File: src/rtl/clock_timekeeper_ctrl_pkg.sv
// Shared types and constants for the clock timekeeper slice.
package clock_pkg;

    // Controller states; the encoding is visible on the mode output.
    typedef enum logic [1:0] {
        RUN    = 2'd0,
        SET_HH = 2'd1,
        SET_MM = 2'd2,
        SET_SS = 2'd3
    } mode_t;

    localparam int HH_W = 5;
    localparam int MS_W = 6;

    localparam int HOUR_MAX_DEF = 23;
    localparam int MIN_MAX_DEF  = 59;
    localparam int SEC_MAX_DEF  = 59;

endpackage

File: src/rtl/clock_timekeeper_ctrl_if.sv
// Bundle of the per-second tick, button pulses and time/display outputs.
// Signalling: tick, btn_mode and btn_inc are single-cycle pulses sampled on
// the rising clk edge; every output is registered and reflects the pulses of
// the previous edge. min_pulse/hour_pulse are single-cycle strobes.
interface clock_timekeeper_ctrl_if;
    import clock_pkg::*;

    logic            tick;
    logic            btn_mode;
    logic            btn_inc;
    logic [HH_W-1:0] hh;
    logic [MS_W-1:0] mm;
    logic [MS_W-1:0] ss;
    mode_t           mode;
    logic            blink;
    logic            min_pulse;
    logic            hour_pulse;

    modport master (
        output tick, btn_mode, btn_inc,
        input  hh, mm, ss, mode, blink, min_pulse, hour_pulse
    );

    modport slave (
        input  tick, btn_mode, btn_inc,
        output hh, mm, ss, mode, blink, min_pulse, hour_pulse
    );
endinterface

File: src/rtl/clock_timekeeper_ctrl_wrap_counter.sv
// Modulo-(MAX+1) counter; wrap flags that the next increment returns to 0.
module wrap_counter #(
    parameter int W   = 6,
    parameter int MAX = 59
) (
    input  logic         clk,
    input  logic         clr,
    input  logic         inc,
    input  logic         clr_sync,
    output logic [W-1:0] value,
    output logic         wrap
);
    localparam logic [W-1:0] MAX_V = W'(MAX);

    assign wrap = (value == MAX_V);

    // Count on inc, folding back to zero after MAX.
    always_ff @(posedge clk or posedge clr) begin
        if (clr) begin
            value <= '0;
        end else if (clr_sync) begin
            value <= '0;
        end else if (inc) begin
            value <= wrap ? '0 : value + W'(1);
        end
    end
endmodule

File: src/rtl/clock_timekeeper_ctrl.sv
// Timekeeping and set-mode controller: runs hh:mm:ss from the second tick
// and lets the user set each field with the mode/inc buttons.
module clock_timekeeper_ctrl
    import clock_pkg::*;
#(
    parameter int HOUR_MAX = HOUR_MAX_DEF,
    parameter int MIN_MAX  = MIN_MAX_DEF,
    parameter int SEC_MAX  = SEC_MAX_DEF
) (
    input logic clk,
    input logic clr,
    clock_timekeeper_ctrl_if.slave bus
);
    mode_t mode_q;
    logic  blink_q;
    logic  min_pulse_q;
    logic  hour_pulse_q;

    logic ss_wrap, mm_wrap, hh_wrap;
    logic ss_inc, mm_inc, hh_inc;
    logic run_tick, set_inc;

    // A mode press in a set state takes priority over a same-cycle inc.
    assign run_tick = (mode_q == RUN) && bus.tick;
    assign set_inc  = (mode_q != RUN) && bus.btn_inc && !bus.btn_mode;

    assign ss_inc = run_tick || (set_inc && mode_q == SET_SS);
    assign mm_inc = (run_tick && ss_wrap) || (set_inc && mode_q == SET_MM);
    assign hh_inc = (run_tick && ss_wrap && mm_wrap) || (set_inc && mode_q == SET_HH);

    wrap_counter #(.W(MS_W), .MAX(SEC_MAX)) u_ss (
        .clk(clk), .clr(clr), .inc(ss_inc), .clr_sync(1'b0),
        .value(bus.ss), .wrap(ss_wrap)
    );

    wrap_counter #(.W(MS_W), .MAX(MIN_MAX)) u_mm (
        .clk(clk), .clr(clr), .inc(mm_inc), .clr_sync(1'b0),
        .value(bus.mm), .wrap(mm_wrap)
    );

    wrap_counter #(.W(HH_W), .MAX(HOUR_MAX)) u_hh (
        .clk(clk), .clr(clr), .inc(hh_inc), .clr_sync(1'b0),
        .value(bus.hh), .wrap(hh_wrap)
    );

    // Mode sequencing plus blink phase: blink restarts visible on every entry
    // into a set state and flips once per second while setting.
    always_ff @(posedge clk or posedge clr) begin
        if (clr) begin
            mode_q  <= RUN;
            blink_q <= 1'b0;
        end else if (bus.btn_mode) begin
            blink_q <= 1'b0;
            case (mode_q)
                RUN:     mode_q <= SET_HH;
                SET_HH:  mode_q <= SET_MM;
                SET_MM:  mode_q <= SET_SS;
                default: mode_q <= RUN;
            endcase
        end else if (mode_q == RUN) begin
            blink_q <= 1'b0;
        end else if (bus.tick) begin
            blink_q <= !blink_q;
        end
    end

    // Carry strobes, only ever produced by a running tick.
    always_ff @(posedge clk or posedge clr) begin
        if (clr) begin
            min_pulse_q  <= 1'b0;
            hour_pulse_q <= 1'b0;
        end else begin
            min_pulse_q  <= run_tick && ss_wrap;
            hour_pulse_q <= run_tick && ss_wrap && mm_wrap;
        end
    end

    assign bus.mode       = mode_q;
    assign bus.blink      = blink_q;
    assign bus.min_pulse  = min_pulse_q;
    assign bus.hour_pulse = hour_pulse_q;

    // hh_wrap is only needed to keep the counter interface uniform; the
    // hour counter wraps on its own when it increments past HOUR_MAX.
    logic unused_hh_wrap;
    assign unused_hh_wrap = hh_wrap;
endmodule

File: src/flat_wrapper.sv
// flat-port wrapper written by rule: the top's interface ports become plain ports
module clock_timekeeper_ctrl_flat import clock_pkg::*;
#(
    parameter int HOUR_MAX = HOUR_MAX_DEF,
    parameter int MIN_MAX  = MIN_MAX_DEF,
    parameter int SEC_MAX  = SEC_MAX_DEF
)
  (clk, clr, bus_tick, bus_btn_mode, bus_btn_inc, bus_hh, bus_mm, bus_ss, bus_mode, bus_blink, bus_min_pulse, bus_hour_pulse);
  clock_timekeeper_ctrl_if bus_i ();
  input logic clk;
  input logic clr;
  input wire logic [$bits(bus_i.tick)-1:0] bus_tick;
  input wire logic [$bits(bus_i.btn_mode)-1:0] bus_btn_mode;
  input wire logic [$bits(bus_i.btn_inc)-1:0] bus_btn_inc;
  output wire logic [$bits(bus_i.hh)-1:0] bus_hh;
  output wire logic [$bits(bus_i.mm)-1:0] bus_mm;
  output wire logic [$bits(bus_i.ss)-1:0] bus_ss;
  output wire logic [$bits(bus_i.mode)-1:0] bus_mode;
  output wire logic [$bits(bus_i.blink)-1:0] bus_blink;
  output wire logic [$bits(bus_i.min_pulse)-1:0] bus_min_pulse;
  output wire logic [$bits(bus_i.hour_pulse)-1:0] bus_hour_pulse;
  assign bus_i.tick = bus_tick;
  assign bus_i.btn_mode = bus_btn_mode;
  assign bus_i.btn_inc = bus_btn_inc;
  assign bus_hh = bus_i.hh;
  assign bus_mm = bus_i.mm;
  assign bus_ss = bus_i.ss;
  assign bus_mode = bus_i.mode;
  assign bus_blink = bus_i.blink;
  assign bus_min_pulse = bus_i.min_pulse;
  assign bus_hour_pulse = bus_i.hour_pulse;
  clock_timekeeper_ctrl #(.HOUR_MAX(HOUR_MAX), .MIN_MAX(MIN_MAX), .SEC_MAX(SEC_MAX)) u_core (.clk(clk), .clr(clr), .bus(bus_i));
endmodule
File: config.mk
export PLATFORM = sky130hd
export DESIGN_NAME = clock_timekeeper_ctrl_flat
export DESIGN_NICKNAME = d
export VERILOG_FILES = /design/src/rtl/clock_timekeeper_ctrl_pkg.sv /design/src/rtl/clock_timekeeper_ctrl_if.sv /design/src/rtl/clock_timekeeper_ctrl_wrap_counter.sv /design/src/rtl/clock_timekeeper_ctrl.sv /design/src/flat_wrapper.sv
export SDC_FILE = /design/constraint.sdc
export NUM_CORES = 1
export LEC_CHECK = 0
export CAP_MARGIN = 10
export CORE_ASPECT_RATIO = 0.9
export CORE_MARGIN = 3
export CORE_UTILIZATION = 48
export DETAILED_ROUTE_END_ITERATION = 16
export PLACE_DENSITY = 0.89
export SLEW_MARGIN = 5
export SYNTH_ARGS = -nofsm -noshare
export SYNTH_HDL_FRONTEND = slang
export SYNTH_SLANG_ARGS = --single-unit
File: constraint.sdc
create_clock -name clk -period 2.2 [get_ports clk]
set_input_delay 0.44 -clock clk [delete_from_list [all_inputs] [get_ports clk]]
set_output_delay 0.44 -clock clk [all_outputs]
set_load 0.02 [all_outputs]
==> qor.txt <==
Core Area - 2220 µm²
reg2reg end - u_core.u_hh.value[3]
measured slew at the worst slew-check pin - 357 ps
gr ovfl total - 0
clk root buf - clkbuf_4
Net count, final - 153
share of post-route cells with drive strength above 1 - 13.7%
Rel. slew slack - 76.2%
clk sinks - 22
dpl hpwl - 1.79 mm
# Post-CTS Setup Buffers - 0
CTS tree - yes
post-synthesis xor/xnor area fraction - 0.759%
Worst-Skew Late Latency - 310 ps
CP Max Fanout - 6
main combinational cell family by area after synthesis - simple AND/OR/NAND/NOR gates
worst r2r src - u_core.bus.mode[0]
post-cts repair resize count - 0
site row count - 16
clock-pin slew on the worst setup and hold paths - 120 ps
crit path launch type - flop
post-route cell area - 1500 µm²
Mapped Avg Cell Area - 10.8 µm²
Max Clk Rate - 514 MHz
commonest non-fill, non-tap cells in the layout - clkdlybuf4s50_1, dfrtp_1, nand2_1, o21ai_0
RSZ-0062 raised after global routing - false
antenna violations before repair - 0
drt wl/cell - 14.0 µm
post-synthesis compound-gate area fraction - 15.4%
Crit Path Category - reg2reg
global-route wire length before repair - 3.76 mm
number of synthesized register bits - 22
Peak VDD IR - 0.809 mV
io pins - 27
Starting DRT DRC Count - 19
Distinct cells, synth - 31
Post-Synth Adder-Cell Area - 8.68%
Routed Wire Length - 2.32 mm
Ant. Diodes - 0
Critical Path Sink Type - flop
Synth Area in Simple Gates - 17.6%
gpl congestion - 0.778
synth warn - 0
vias per inst - 5.66
leading area contributor after synthesis - dfrtp_1
dpl cell area - 1460 µm²
mapped cell area - 1150 µm²
Die ar. - 3030 µm²
worst reg2reg setup slack - 260 ps
I/O Buffers - 26
Worst Skew - 0.906 ps
max-capacitance violation count - 0
multiplexer area fraction after synthesis - 7.59%
number of setup violations in the final report - 0
Pre-antenna DRT Iters - 4
buffer levels on the longest clock path - 2
WP data required - 2410 ps
Worst Hold Class - in2async
Starting Density - 51.9%
routed via count - 939
setup TNS - 0 ps
Tcrit/Tclk final - 88.4%
area occupied by multi-input gates - 577 µm²
FILL cells - 170
Power Density - 1160 nW/µm²
post-synth top area share - 47.7%
DRC Markers - 0
Die W - 57.7 µm
final hold vios - 0
Syn Inst Count - 107
GRT Total Usage - 16.5%
Synth area leaders - dfrtp_1, ha_1, mux2_2, o21ai_0, nand2_1
outcome - finished, final reports clean
CP Data Arrival Time - 2160 ps
largest net degree at the start of global routing - 23
register area - 551 µm²
H-Tree Depth - 1
number of CTS-inserted buffers - 3
final period demand of the worst path - 1940 ps
die height - 52.5 µm
leakage power - 0.646 nW
Final Max Slew Viols - 0
Seq/Total Area, Yosys - 47.7%
most common cell after layout, fill and taps aside - clkdlybuf4s50_1
Detail Route Antenna Nets - 0
number of global-route vias before repair - 939
r2r worst-path depth - 7
area delta synth->final - 29.6%
Mapped Nets - 120
Post-CTS Hold Buffers - 0
-- critical path: stages (launching register included) --
cell and delay, ps:
dfrtp_1 430, inv_1 140, ha_1 230, nand4_1 160, nor2_1 220, a22o_2 240
nand4_1 130, mux2_2 290
-- stage by stage --
| stage | total power, mW | utilization, % | hold WS, ps | std cells | setup slack (ps) |
|---|---|---|---|---|---|
| floorplan | 1.17 | - | 429 | 107 | 264 |
| CTS | 1.76 | 67.3 | 450 | 166 | 261 |
| global route | 1.86 | 67.3 | 488 | 166 | 180 |
| finish | 1.73 | 67.3 | 450 | 166 | 255 |
| global placement | 1.49 | 65.7 | 491 | 162 | 173 |
| detailed placement | 1.53 | 65.7 | 513 | 162 | 82.3 |
-- kinds of logic (layout without fill, tap and decap cells) --
family,Yosys count,in the layout
simple gates,38,38
compound gates,25,25
fa+ha+maj,8,8
mux,8,8
xor+xnor,1,1
buf+inv,5,37
flops,22,22
-- worst max-delay path by stage --
stage / start / endpoint / slack [ps]
6_report: u_core.bus.mode[0] / u_core.u_hh.value[3] / 260
5_1_grt: u_core.bus.mode[1] / u_core.u_hh.value[3] / 180
4_1_cts: u_core.bus.mode[0] / u_core.u_hh.value[3] / 260
3_5_place_dp: bus_tick / u_core.u_hh.value[3] / 80
3_3_place_gp: bus_tick / u_core.u_hh.value[3] / 170
2_1_floorplan: u_core.bus.mode[0] / u_core.u_mm.value[2] / 260
-- power by group --
part	switching, mW	total [mW]	internal (mW)
logic	0.412	0.818	0.406
registers	0.165	0.690	0.525
clock network	0.125	0.226	0.101
total	0.702	1.73	1.03
-- synthesized netlist by cell type, drive strengths merged --
cell    count
a22o        1
o31ai       5
a21oi       2
nand3b      1
inv         4
nand2      10
nor3        4
o2bb2a      1
o21bai      1
nand2b      2
a31oi       1
or3         1
nor3b       1
nor2        8
nand3       4
buf         1
mux2i       2
mux2        6
o41ai       1
nor2b       3
and2        1
a21o        2
nor4        1
a22oi       1
dfrtp      22
nand4       2
xnor2       1
ha          8
o21ai      10
-- sequential cells by signal (all words and copies together) (netlist names) --
signal,count
u_core.u_ss.value,6
u_core.bus.blink,1
u_core.bus.min_pulse,1
u_core.bus.hour_pulse,1
u_core.bus.mode,2
u_core.u_hh.value,5
u_core.u_mm.value,6
-- routing by layer --
layer / up-vias / share of wire [%] / global-route usage [%]
met3: 4 / 7.0 / 6.16
met1: 454 / 44 / 18.0
met2: 31 / 47 / 28.8
li1: 450 / - / -
met5: - / 0 / 0
met4: 0 / 1.6 / 7.34
-- area by class of cell --
cell class              count  share of cell area (%)
multi-input cells          80                    38.6
clock buffers               4                    2.43
well taps                  27                    2.26
repair buffers             29                    18.9
flip-flops and latches     22                    36.8
inverters                   4                    1.00
(Power assumes the default switching activity.)
